`src/rtl/control_unit.sv`:
```
// Hardwired control sequencer: fetch (T0-T2), opcode dispatch at T3, and
// per-instruction execute steps up to T7, with an absorbing HALT state.
module control_unit #(
  parameter logic [4:0] ADD_OP = 5'b00011
) (
  input  logic        clk,
  input  logic        clr,
  input  logic [31:0] IR,
  input  logic        mem_ready,
  input  logic        con_ff,
  output logic        PCout,
  output logic        Zlowout,
  output logic        MDRout,
  output logic        Cout,
  output logic        Rout,
  output logic        BAout,
  output logic        PCin,
  output logic        MARin,
  output logic        MDRin,
  output logic        IRin,
  output logic        Yin,
  output logic        ZLOin,
  output logic        Rin,
  output logic        CONin,
  output logic        IncPC,
  output logic        Read,
  output logic        Write,
  output logic        Gra,
  output logic        Grb,
  output logic        Grc,
  output logic [4:0]  operation,
  output logic        Run
);

  typedef enum logic [3:0] {
    T0, T1, T2, T3, T4, T5, T6, T7, HALT
  } state_t;

  localparam logic [4:0] OP_LD     = 5'b00000;
  localparam logic [4:0] OP_LDI    = 5'b00001;
  localparam logic [4:0] OP_ST     = 5'b00010;
  localparam logic [4:0] OP_ADD    = 5'b00011;
  localparam logic [4:0] OP_SUB    = 5'b00100;
  localparam logic [4:0] OP_AND    = 5'b00101;
  localparam logic [4:0] OP_OR     = 5'b00110;
  localparam logic [4:0] OP_ADDI   = 5'b01100;
  localparam logic [4:0] OP_BRANCH = 5'b10010;
  localparam logic [4:0] OP_JR     = 5'b10100;
  localparam logic [4:0] OP_NOP    = 5'b11010;

  state_t     state_q, state_d;
  logic [4:0] opcode;
  logic       is_alu, is_imm, is_mem;

  // Register fields are consumed by the external select/encode logic, not here.
  logic unused_ir;
  assign unused_ir = ^IR[26:0];

  assign opcode = IR[31:27];
  assign is_alu = (opcode == OP_ADD) || (opcode == OP_SUB) ||
                  (opcode == OP_AND) || (opcode == OP_OR);
  assign is_imm = (opcode == OP_ADDI) || (opcode == OP_LDI);
  assign is_mem = (opcode == OP_LD) || (opcode == OP_ST);

  always_ff @(posedge clk or posedge clr) begin
    if (clr) state_q <= T0;
    else     state_q <= state_d;
  end

  always_comb begin
    state_d   = state_q;
    PCout     = 1'b0;
    Zlowout   = 1'b0;
    MDRout    = 1'b0;
    Cout      = 1'b0;
    Rout      = 1'b0;
    BAout     = 1'b0;
    PCin      = 1'b0;
    MARin     = 1'b0;
    MDRin     = 1'b0;
    IRin      = 1'b0;
    Yin       = 1'b0;
    ZLOin     = 1'b0;
    Rin       = 1'b0;
    CONin     = 1'b0;
    IncPC     = 1'b0;
    Read      = 1'b0;
    Write     = 1'b0;
    Gra       = 1'b0;
    Grb       = 1'b0;
    Grc       = 1'b0;
    operation = 5'b00000;
    Run       = 1'b1;

    // Strobes are masked while clr is high, even though the state is already T0.
    if (!clr) begin
      unique case (state_q)
        T0: begin
          PCout = 1'b1; MARin = 1'b1; IncPC = 1'b1; ZLOin = 1'b1;
          state_d = T1;
        end
        T1: begin
          Zlowout = 1'b1; PCin = 1'b1; Read = 1'b1; MDRin = 1'b1;
          if (mem_ready) state_d = T2;
        end
        T2: begin
          MDRout = 1'b1; IRin = 1'b1;
          state_d = T3;
        end
        T3: begin
          if (is_alu || opcode == OP_ADDI) begin
            Grb = 1'b1; Rout = 1'b1; Yin = 1'b1; state_d = T4;
          end else if (opcode == OP_LDI || is_mem) begin
            Grb = 1'b1; BAout = 1'b1; Yin = 1'b1; state_d = T4;
          end else if (opcode == OP_BRANCH) begin
            Gra = 1'b1; Rout = 1'b1; CONin = 1'b1; state_d = T4;
          end else if (opcode == OP_JR) begin
            Gra = 1'b1; Rout = 1'b1; PCin = 1'b1; state_d = T0;
          end else if (opcode == OP_NOP) begin
            state_d = T0;
          end else begin
            state_d = HALT;
          end
        end
        T4: begin
          if (is_alu) begin
            Grc = 1'b1; Rout = 1'b1; ZLOin = 1'b1; operation = opcode; state_d = T5;
          end else if (is_imm || is_mem) begin
            Cout = 1'b1; ZLOin = 1'b1; operation = ADD_OP; state_d = T5;
          end else if (opcode == OP_BRANCH) begin
            PCout = 1'b1; Yin = 1'b1; state_d = T5;
          end else begin
            state_d = HALT;
          end
        end
        T5: begin
          if (is_alu || is_imm) begin
            Zlowout = 1'b1; Gra = 1'b1; Rin = 1'b1; state_d = T0;
          end else if (is_mem) begin
            Zlowout = 1'b1; MARin = 1'b1; state_d = T6;
          end else if (opcode == OP_BRANCH) begin
            Cout = 1'b1; ZLOin = 1'b1; operation = ADD_OP; state_d = T6;
          end else begin
            state_d = HALT;
          end
        end
        T6: begin
          if (opcode == OP_LD) begin
            Read = 1'b1; MDRin = 1'b1;
            if (mem_ready) state_d = T7;
          end else if (opcode == OP_ST) begin
            Gra = 1'b1; Rout = 1'b1; MDRin = 1'b1; state_d = T7;
          end else if (opcode == OP_BRANCH) begin
            Zlowout = con_ff; PCin = con_ff; state_d = T0;
          end else begin
            state_d = HALT;
          end
        end
        T7: begin
          if (opcode == OP_LD) begin
            MDRout = 1'b1; Gra = 1'b1; Rin = 1'b1; state_d = T0;
          end else if (opcode == OP_ST) begin
            Write = 1'b1;
            if (mem_ready) state_d = T0;
          end else begin
            state_d = HALT;
          end
        end
        HALT: begin
          Run = 1'b0;
        end
        default: begin
          state_d = T0;
        end
      endcase
    end
  end

endmodule

```
`config.mk`:
```
export PLATFORM = sky130hd
export DESIGN_NAME = control_unit
export DESIGN_NICKNAME = d
export VERILOG_FILES = /design/src/rtl/control_unit.sv
export SDC_FILE = /design/constraint.sdc
export NUM_CORES = 1
export LEC_CHECK = 0
export ABC_AREA = 0
export CORE_AREA = 8 8 51 53
export CTS_CLUSTER_SIZE = 8
export DETAILED_ROUTE_END_ITERATION = 16
export DIE_AREA = 0 0 59 61
export DONT_BUFFER_PORTS = 1
export PLACE_DENSITY = 0.78
export SLEW_MARGIN = 10
export SYNTH_ARGS = -nofsm -noshare
export SYNTH_HDL_FRONTEND = slang
export SYNTH_SLANG_ARGS = --single-unit
```
`constraint.sdc`:
```
create_clock -name clk -period 3.1 [get_ports clk]
set_clock_uncertainty 0.15 [all_clocks]
set_input_delay 0.93 -clock clk [delete_from_list [all_inputs] [get_ports clk]]
set_output_delay 0.93 -clock clk [all_outputs]
set_load 0.05 [all_outputs]
```
==> flow_summary_export.csv, run 1 <==
group,metric,value,unit
sta,worst-ep-kind,"top-level output",
floorplan,die_x,59,um
floorplan,die_h,61,um
yosys,synth.avg_cell_area,6.17,um2
yosys,yosys_warnings,0,
yosys,netlist_instances,150,
yosys,synth_edf_count,0,
floorplan,start_util,0.503,
cts,cts_buffer_depth,2,
yosys,async_flop_share,1.00,
cts,cts.sinks,4,
yosys,yosysSeqAreaShare,0.108,
cts,cts_made_buffers,3,
cts,ctsHoldBuffers,0,
cts,htree_levels,1,
global_route,antenna_found_initial,0,
floorplan,pin_count,62,
yosys,netlist_top_cells_count,"14 x clkbuf_1, 14 x nand2_1, 14 x nor2_1",
yosys,yosysTopAreaCell,"dfrtp_1",
placement,gp_congestion,0.926,
run_status,error,"[ERROR DPL-0033] detailed placement checks failed during check placement.",
yosys,yosysUniqueCellTypes,46,
yosys,syn_area,926,um2
placement,port_buffers,0,
placement,place_inst,201,
global_route,grt_max_degree,22,
yosys,ys_ff_latch,4,
run_status,flow.stopped_at,"global routing (5_1_grt)",
yosys,synth-main-ff-cell,"dfrtp_1",
placement,dpl.hpwl,3160,um
yosys,synth_top_area_share,0.108,
cts,clock-root-buffer,"clkbuf_4",
yosys,synth_area_leaders,"dfrtp_1 11%, o21ai_0 7.0%, clkbuf_1 5.7%, nand2_1 5.7%, nor2_1 5.7%",
sta,worst_endpoint,"Gra",
floorplan,rows,16,
placement,postPlaceCellArea,1600,um2
run_status,outcome,"aborted with a tool error",
## timing repair
item / in CTS
setup buffers: 6
gates resized for setup: 10
pin swaps: 9
setup endpoints to repair: 14
## cell families after synthesis
group | synth area share
flops | 0.108
buf+inv | 0.101
compound gates | 0.358
simple gates | 0.399
other cells | 0.00405
xor+xnor | 0.0189
mux | 0.0108
## per-stage QoR
stage	setup TNS [ns]	worst slack (ns)	hold slack [ns]
CTS	-1.88	-0.474	0.328
floorplan	-3.40	-0.563	0.560
global placement	-1.80	-0.473	0.556
detailed placement	-2.17	-0.484	0.576
==> inputs of run 2 (changes only) <==
CORE_AREA = 8 8 69 71   (was 8 8 51 53)
CTS_CLUSTER_SIZE = not set   (was 8)
DIE_AREA = 0 0 77 79   (was 0 0 59 61)
PLACE_DENSITY = not set   (was 0.78)
PLACE_DENSITY_LB_ADDON = 0.15   (was not set)
clock period = 4 ns   (was 3.1 ns; I/O delays follow)
==> flow_summary_export.csv, run 2 <==
group,metric,value,unit
cts,cts.sinks,4,
final_layout,fillers,412,
power_and_ir_drop,ir_drop,0.000395,V
yosys,synth_top_family_by_area,"simple AND/OR/NAND/NOR gates",
worst_setup_path,worstSetupEndpointType,"output port",
worst_setup_path,cp.arrival,2.77,ns
placement,postPlaceCellArea,1350,um2
route,wirelength,3650,um
placement,gp_congestion,0.821,
global_route,antenna_found_initial,0,
cts,clk_pin_slew,0.03,ns
worst_setup_path,crit_type,"in2out",
yosys,yosys_warnings,0,
worst_setup_path,regToRegSetupSlack,1.85,ns
global_route,globalRouteTotalUtil,0.119,
yosys,yosysUniqueCellTypes,46,
floorplan,core_area,3800,um2
worst_setup_path,critPathRequiredTime,2.65,ns
yosys,async_flop_share,1.00,
power_and_ir_drop,p_clk_frac,0.111,
yosys,yosysSeqAreaShare,0.108,
power_and_ir_drop,netSwitchingPower,403,uW
run_status,outcome,"finished with violations",
global_route,grt_pass1_vias,1250,
yosys,synth-main-ff-cell,"dfrtp_1",
placement,dpl.hpwl,2670,um
yosys,yosys.area_share.simple,0.399,
global_route,grt_pass1_wl,6210,um
sta,setup_ws,-0.121,ns
worst_setup_path,critPathSlowestCell,"or4_4",
final_layout,final_common_cell,"buf_4",
route,wl_per_cell,16.6,um
global_route,overflow,0,
placement,port_buffers,0,
worst_setup_path,crit_top_cell,"or4_4",
worst_hold_path,hold_class,"reg2reg",
yosys,synth.avg_cell_area,6.17,um2
power_and_ir_drop,power.total,731,uW
yosys,synthMuxAreaShare,0.0108,
power_and_ir_drop,power_frac_comb,0.801,
yosys,netlist_top_cells_count,"14 x clkbuf_1, 14 x nand2_1, 14 x nor2_1",
worst_setup_path,cp_cell_sequence,"inv_12 > or4_4 > or4_4 > a21boi_4 > a211oi_4 > buf_12",
sta,rsz0062_at_grt,"true",
yosys,synth_fa_ha_area_frac,0,
cts,cts_made_buffers,3,
route,drtIter0Drc,90,
final_layout,layout.nets,208,
route,first_pass_iters,4,
cts,htree_levels,1,
route,drt_drc_violations_left,0,
yosys,synth_top_area_share,0.108,
cts,cts_buffer_depth,2,
sta,fmax,243,MHz
worst_setup_path,worstSetupStartpoint,"IR[31]",
run_status,failed_checks,"setup timing",
placement,place_inst,216,
route,drtAntennaViolNets,0,
final_layout,antenna_cells,0,
final_layout,drive_above_1_share,0.359,
power_and_ir_drop,leakage,0.573,nW
worst_hold_path,worstHoldStart,"state_q[0]",
floorplan,die_x,77,um
floorplan,dieArea,6080,um2
cts,clk_latency,0.21,ns
cts,clock-root-buffer,"clkbuf_8",
worst_setup_path,worstReg2RegEnd,"state_q[1]",
sta,relSlewSlack,0.635,
sta,min_period_over_period,1.03,
power_and_ir_drop,intPower,327,uW
yosys,yosysTopAreaCell,"dfrtp_1",
worst_setup_path,r2r_cells,6,
yosys,synth_compound_area_frac,0.358,
final_layout,postLayoutCoreUtil,0.377,
sta,period_needed,4.12,ns
final_layout,most-common-layout-cells,"26 x buf_4, 14 x nand2_1, 11 x nor2_1",
power_and_ir_drop,switching_share,0.552,
final_layout,final_area,1430,um2
floorplan,pin_count,62,
worst_setup_path,critPathMaxFanout,14,
sta,drv_slew,0,
yosys,ys_ff_latch,4,
power_and_ir_drop,seqPwrFrac,0.088,
yosys,synth_edf_count,0,
floorplan,rows,23,
global_route,grt_max_degree,22,
floorplan,die_h,79,um
worst_setup_path,slowest_delay,0.52,ns
sta,worst_pin_slew,0.546,ns
worst_setup_path,r2r-start,"state_q[1]",
yosys,yosys.area_share.xor_xnor,0.0189,
route,vias_per_cell,5.54,
sta,setup_viol,3,
yosys,syn_area,926,um2
worst_setup_path,critPathCapture,"Gra",
yosys,netlist_instances,150,
final_layout,area_growth,54.6,%
final_layout,layoutNonFillerInstCount,220,
floorplan,start_util,0.244,
run,max_cap_viol_count,0,
route,vias,1218,
final_layout,top_regs,"state_q (4)",
final_layout,largest_reg_flops,4,
power_and_ir_drop,p_per_area,510,nW/um2
cts,cts_tree,"done",
yosys,synth_area_leaders,"dfrtp_1 11%, o21ai_0 7.0%, clkbuf_1 5.7%, nand2_1 5.7%, nor2_1 5.7%",
final_layout,regMostFlops,"state_q",
worst_setup_path,start_kind,"primary input",
sta,timing.final.hold_violations,0,
## run 2: cell counts after synthesis
No cell type changed its count.
## run 2: cell type report
type | instances | area, um2 | share of cell area
inverters | 6 | 35.0 | 0.0245
repair buffers | 33 | 318 | 0.222
multi-input cells | 124 | 875 | 0.611
flip-flops and latches | 4 | 100 | 0.0699
well taps | 50 | 62.6 | 0.0437
clock buffers | 3 | 41.3 | 0.0288
## run 2: how the worst min path moves through the flow
stage / to / slack (ns) / cells past startpoint
global route: state_q[0] / 0.63 / 2
floorplan: state_q[2] / 0.57 / 3
finish: state_q[0] / 0.57 / 2
global placement: state_q[0] / 0.56 / 2
detailed placement: state_q[0] / 0.56 / 2
CTS: state_q[0] / 0.57 / 2
## run 2: power by group through the flow
stage	logic (mW)	clock network, mW	registers [mW]
2_1_floorplan	0.420	0	0.0642
3_3_place_gp	0.572	0	0.0641
3_5_place_dp	0.572	0	0.0641
4_1_cts	0.577	0.0840	0.0642
5_1_grt	0.627	0.0877	0.0675
6_report	0.585	0.0810	0.0642
## run 2: timing repair
| action | CTS | global route |
|---|---|---|
| hold buffers | 0 | 0 |
| buffers inserted | 1 | 0 |
| gates resized for setup | 3 | 2 |
| pin swaps | 3 | 1 |
| setup endpoints to repair | 3 | 3 |
## run 2: cell families after synthesis
| family | count (synthesis) |
|---|---|
| multiplexers | 1 |
| XOR/XNOR | 2 |
| AO/OA/AOI/OAI | 49 |
| other | 1 |
| flip-flops | 4 |
| buffers and inverters | 23 |
| AND/OR/NAND/NOR | 70 |
## run 2: routing by layer
layer,share of wire,GRT usage,vias up
met3,0.093,0.0248,2
met1,0.42,0.151,579
li1,-,-,589
met2,0.48,0.196,48
met4,0.0082,0.0434,0
met5,0,0,-
## run 2: metrics by stage
step                hold slack, ns  TNS [ns]  setup WS [ns]
finish                       0.571    -0.209         -0.121
global route                 0.633    -0.295         -0.153
CTS                          0.566    -0.284         -0.153
detailed placement           0.557    -0.359         -0.171
global placement             0.559    -0.364         -0.177
floorplan                    0.565     -2.02         -0.436
## run 2: critical path: cells and delay by family
kind                   cells  cell delay [ns]
AO/OA/AOI/OAI              2             0.42
buffers and inverters      2             0.19
AND/OR/NAND/NOR            2             0.95
Power figures use the tool's default switching activity.
==> inputs of run 3 (changes only) <==
PLACE_DENSITY_LB_ADDON = 0.08   (was 0.15)
==> flow_summary_export.csv, run 3 (synthesis results as in run 2) <==
group,metric,value,unit
worst_setup_path,cp.arrival,2.78,ns
route,first_pass_iters,4,
global_route,grt_pass1_wl,6180,um
power_and_ir_drop,seqPwrFrac,0.089,
route,drtIter0Drc,87,
final_layout,regMostFlops,"state_q",
final_layout,layout.nets,205,
placement,dpl.hpwl,2850,um
final_layout,fillers,426,
sta,setup_ws,-0.134,ns
final_layout,area_growth,50.8,%
final_layout,layoutNonFillerInstCount,217,
worst_setup_path,critPathRequiredTime,2.65,ns
route,wirelength,3820,um
cts,clock-root-buffer,"clkbuf_8",
route,drt_drc_violations_left,0,
sta,finalSetupTns,-0.193,ns
sta,timing.final.hold_violations,0,
sta,min_period_over_period,1.03,
worst_setup_path,critPathMaxFanout,14,
worst_setup_path,start_kind,"primary input",
route,vias_per_cell,5.53,
cts,cts.sinks,4,
power_and_ir_drop,switching_share,0.563,
power_and_ir_drop,netSwitchingPower,409,uW
sta,worst_pin_slew,0.503,ns
final_layout,final_common_cell,"buf_4",
floorplan,die_h,79,um
floorplan,core_area,3800,um2
worst_setup_path,critPathSlowestCell,"or4_4",
global_route,grt_pass1_vias,1210,
worst_hold_path,hold_class,"reg2reg",
final_layout,drive_above_1_share,0.347,
final_layout,postLayoutCoreUtil,0.368,
sta,drv_slew,0,
power_and_ir_drop,ir_drop,0.000371,V
worst_setup_path,crit_type,"in2out",
cts,clk_pin_slew,0.03,ns
cts,htree_levels,1,
power_and_ir_drop,power.total,725,uW
route,wl_per_cell,17.6,um
sta,fmax,242,MHz
floorplan,rows,23,
worst_setup_path,worstSetupEndpointType,"output port",
sta,relSlewSlack,0.656,
sta,period_needed,4.13,ns
cts,cts_tree,"done",
placement,place_ws,-0.227,ns
route,vias,1199,
final_layout,largest_reg_flops,4,
sta,rsz0062_at_grt,"true",
worst_setup_path,slowest_delay,0.51,ns
placement,place_inst,213,
route,drtAntennaViolNets,0,
floorplan,die_x,77,um
worst_setup_path,cp_cell_sequence,"inv_12 > or4_4 > or4_4 > a21boi_4 > a211oi_4 > buf_12",
final_layout,most-common-layout-cells,"24 x buf_4, 14 x nand2_1, 11 x nor2_1",
final_layout,multi_input_area,875,um2
cts,cts_buffer_depth,2,
global_route,globalRouteTotalUtil,0.121,
power_and_ir_drop,p_clk_frac,0.113,
floorplan,start_util,0.244,
power_and_ir_drop,p_per_area,519,nW/um2
global_route,overflow,0,
cts,ctsHoldBuffers,0,
final_layout,top_regs,"state_q (4)",
power_and_ir_drop,power_frac_comb,0.798,
sta,setup_viol,3,
worst_setup_path,crit_top_cell,"or4_4",
run_status,failed_checks,"setup timing",
final_layout,regArea,100,um2
power_and_ir_drop,intPower,317,uW
floorplan,pin_count,62,
run_status,outcome,"finished with violations",
cts,clk_latency,0.21,ns
global_route,antenna_found_initial,0,
placement,gp_congestion,0.812,
floorplan,dieArea,6080,um2
power_and_ir_drop,leakage,0.554,nW
cts,cts_made_buffers,3,
final_layout,antenna_cells,0,
global_route,grt_max_degree,22,
run,max_cap_viol_count,0,
placement,port_buffers,0,
==> run 3: cell types whose count changed in the layout (fill, tap and decap cells not counted) <==
cell	change
buf_4	-2
buf_12	-1
==> run 3: critical path, delay by kind of cell <==
| kind | cells | cell delay (ns) |
|---|---|---|
| AND/OR/NAND/NOR | 2 | 0.96 |
| AO/OA/AOI/OAI | 2 | 0.43 |
| buffers and inverters | 2 | 0.18 |
==> run 3: area by class of cell <==
type	instances	area share
multi-input cells	124	0.626
repair buffers	30	0.203
flip-flops and latches	4	0.0717
well taps	50	0.0448
clock buffers	3	0.0296
inverters	6	0.0251
==> run 3: per-stage QoR <==
stage          hold WS, ns  cell area [um2]
2_1_floorplan        0.565             1070
3_3_place_gp         0.564             1320
3_5_place_dp         0.569             1320
4_1_cts              0.571             1390
5_1_grt              0.606             1400
6_report             0.564             1400
==> run 3: timing repair <==
item,in CTS,in global routing
setup buffers,2,0
endpoints found under the setup margin,3,3
endpoints found under the hold margin,0,0
gates resized for setup,4,3
pin swaps,3,2
==> run 3: metal layers <==
layer | wire length (um) | GRT usage | part of all wire | vias to the layer above
met4 | 40 | 0.0358 | 0.010 | 0
met3 | 224 | 0.0293 | 0.059 | 4
met1 | 1800 | 0.150 | 0.47 | 581
met2 | 1750 | 0.205 | 0.46 | 32
met5 | 0 | 0 | 0 | -
li1 | - | - | - | 582
==> run 3: final timing paths <==
check                                 from         end  slack (ns)  depth (start not counted)
worst min-delay path            state_q[0]  state_q[0]        0.56                          2
max in group asynchronous              clr  state_q[1]        2.89                          1
worst max-delay path                IR[31]         Gra       -0.13                          6
min in group asynchronous              clr  state_q[2]        0.63                          1
worst min register to register  state_q[0]  state_q[0]        0.56                          2
worst max register to register  state_q[1]  state_q[1]        1.82                          6
==> run 3: power groups by stage <==
stage	combinational, mW	sequential [mW]	clock [mW]
after CTS	0.571	0.0647	0.0843
after global routing	0.620	0.0673	0.0869
after detailed placement	0.564	0.0647	0
after global placement	0.561	0.0644	0
after floorplan	0.420	0.0642	0
final	0.579	0.0646	0.0819
==> inputs of run 4 (changes only) <==
HOLD_SLACK_MARGIN = 0.06   (was not set)
PLACE_DENSITY_LB_ADDON = not set   (was 0.08)
==> flow_summary_export.csv, run 4 (synthesis results as in run 2) <==
group,metric,value,unit
run_status,outcome,"finished with violations",
run_status,failed_checks,"setup timing",
worst_setup_path,crit_top_cell,"or4_4",
global_route,grtUsageMet2,0.193,
worst_setup_path,slowest_delay,0.53,ns
worst_hold_path,worstHoldStart,"state_q[0]",
worst_setup_path,critPathSlowestCell,"or4_4",
route,first_pass_iters,4,
power_and_ir_drop,leakage,0.562,nW
worst_setup_path,crit_buf_inv,2,
global_route,grt_busiest_layer,"met2",
sta,min_period_over_period,1.04,
route,wl_per_cell,16.3,um
cts,ctsHoldBuffers,0,
route,wirelength,3550,um
floorplan,dieArea,6080,um2
worst_hold_path,min_delay_worst_endpoint,"state_q[0]",
power_and_ir_drop,ir_drop,0.000186,V
final_layout,layout.nets,206,
floorplan,core_area,3800,um2
placement,dpl.hpwl,2610,um
run,max_cap_viol_count,0,
worst_setup_path,critPathMaxFanout,14,
final_layout,top_regs,"state_q (4)",
cts,clock-root-buffer,"clkbuf_8",
global_route,grt_pass1_wl,5920,um
route,drtAntennaViolNets,0,
sta,fmax,241,MHz
sta,finalSetupTns,-0.284,ns
final_layout,final_common_cell,"buf_4",
final_layout,area_growth,52.7,%
global_route,antenna_found_initial,0,
worst_hold_path,min_path_cells,2,
sta,worst_pin_slew,0.542,ns
global_route,grt_pass1_vias,1151,
cts,clk_latency,0.23,ns
worst_setup_path,cp.arrival,2.80,ns
floorplan,pin_count,62,
final_layout,largest_reg_flops,4,
sta,setup_ws,-0.146,ns
floorplan,die_h,79,um
route,drt_drc_violations_left,0,
cts,htree_levels,1,
floorplan,die_x,77,um
route,vias,1230,
final_layout,most-common-layout-cells,"24 x buf_4, 14 x nand2_1, 11 x nor2_1",
cts,cts_made_buffers,3,
sta,drv_slew,0,
placement,gp_congestion,0.882,
route,vias_per_cell,5.64,
worst_setup_path,cp_top_family,"simple AND/OR/NAND/NOR gates",
global_route,grt_use_met1,0.136,
cts,cts.sinks,4,
global_route,globalRouteTotalUtil,0.116,
worst_setup_path,r2r_cells,6,
global_route,overflow,0,
worst_setup_path,crit_type,"in2out",
final_layout,final_area,1410,um2
final_layout,drive_above_1_share,0.351,
power_and_ir_drop,p_per_area,512,nW/um2
worst_setup_path,regToRegSetupSlack,1.87,ns
placement,postPlaceCellArea,1340,um2
worst_setup_path,worstSetupEndpointType,"output port",
final_layout,antenna_cells,0,
global_route,use_met3,0.0248,
sta,setup_viol,3,
sta,timing.final.hold_violations,0,
final_layout,layoutNonFillerInstCount,218,
cts,cts_buffer_depth,2,
cts,cts_tree,"done",
worst_setup_path,cp_cell_sequence,"inv_12 > or4_4 > or4_4 > a21boi_4 > a211oi_4 > buf_12",
worst_hold_path,hold_class,"reg2reg",
placement,place_inst,212,
floorplan,start_util,0.244,
worst_setup_path,start_kind,"primary input",
sta,rsz0062_at_grt,"true",
worst_setup_path,critPathRequiredTime,2.65,ns
final_layout,regMostFlops,"state_q",
floorplan,rows,23,
sta,period_needed,4.15,ns
placement,port_buffers,0,
power_and_ir_drop,power.total,724,uW
route,drtIter0Drc,158,
sta,relSlewSlack,0.638,
worst_setup_path,worstReg2RegEnd,"state_q[1]",
global_route,grt_max_degree,22,
worst_setup_path,r2r-start,"state_q[1]",
cts,clk_pin_slew,0.03,ns
run 4: cell types whose count changed in the layout (fill, tap and decap cells not counted), sizes merged:
cell	before	now
buf	30	31
run 4: worst reg2reg max path: stages (launching register included):
cell     delay [ns]
dfrtp_1        0.36
buf_4          0.21
or4b_1         0.64
o21ai_0        0.20
a21o_1         0.20
or2_2          0.17
o21ai_0        0.08
run 4: through the flow:
stage / hold slack [ns] / setup slack, ns / util
global placement: 0.554 / -0.195 / 0.351
global route: 0.585 / -0.158 / 0.372
floorplan: 0.565 / -0.436 / -
finish: 0.559 / -0.146 / 0.372
CTS: 0.558 / -0.176 / 0.369
detailed placement: 0.554 / -0.203 / 0.351
run 4: report_power, final:
group / leakage (nW) / internal [mW] / switching [mW]
clock: 0.0216 / 0.0647 / 0.0273
combinational: 0.488 / 0.196 / 0.372
sequential: 0.0521 / 0.0568 / 0.00726
total: 0.562 / 0.317 / 0.406
run 4: worst max-delay path by stage:
stage,slack [ns],end,cells after the start,from
global route,-0.16,Gra,6,IR[31]
detailed placement,-0.20,Gra,6,IR[31]
finish,-0.15,Gra,6,IR[31]
global placement,-0.20,Gra,6,IR[31]
floorplan,-0.44,operation[0],5,IR[27]
CTS,-0.18,Gra,6,IR[31]
run 4: final cells by class:
class	instances	area (um2)
multi-input cells	124	863
fillers	424	2380
inverters	6	35.0
repair buffers	31	312
flip-flops and latches	4	100
clock buffers	3	41.3
well taps	50	62.6
run 4: metal layers:
| layer | vias to the layer above | part of all wire |
|---|---|---|
| li1 | 585 | - |
| met1 | 579 | 0.41 |
| met2 | 59 | 0.49 |
| met3 | 7 | 0.081 |
| met4 | 0 | 0.025 |
| met5 | - | 0 |
run 4: timing repair:
action	4_1_cts	5_1_grt
gates resized for setup	3	1
setup buffers	2	1
pin swaps	3	2
endpoints found under the setup margin	3	5
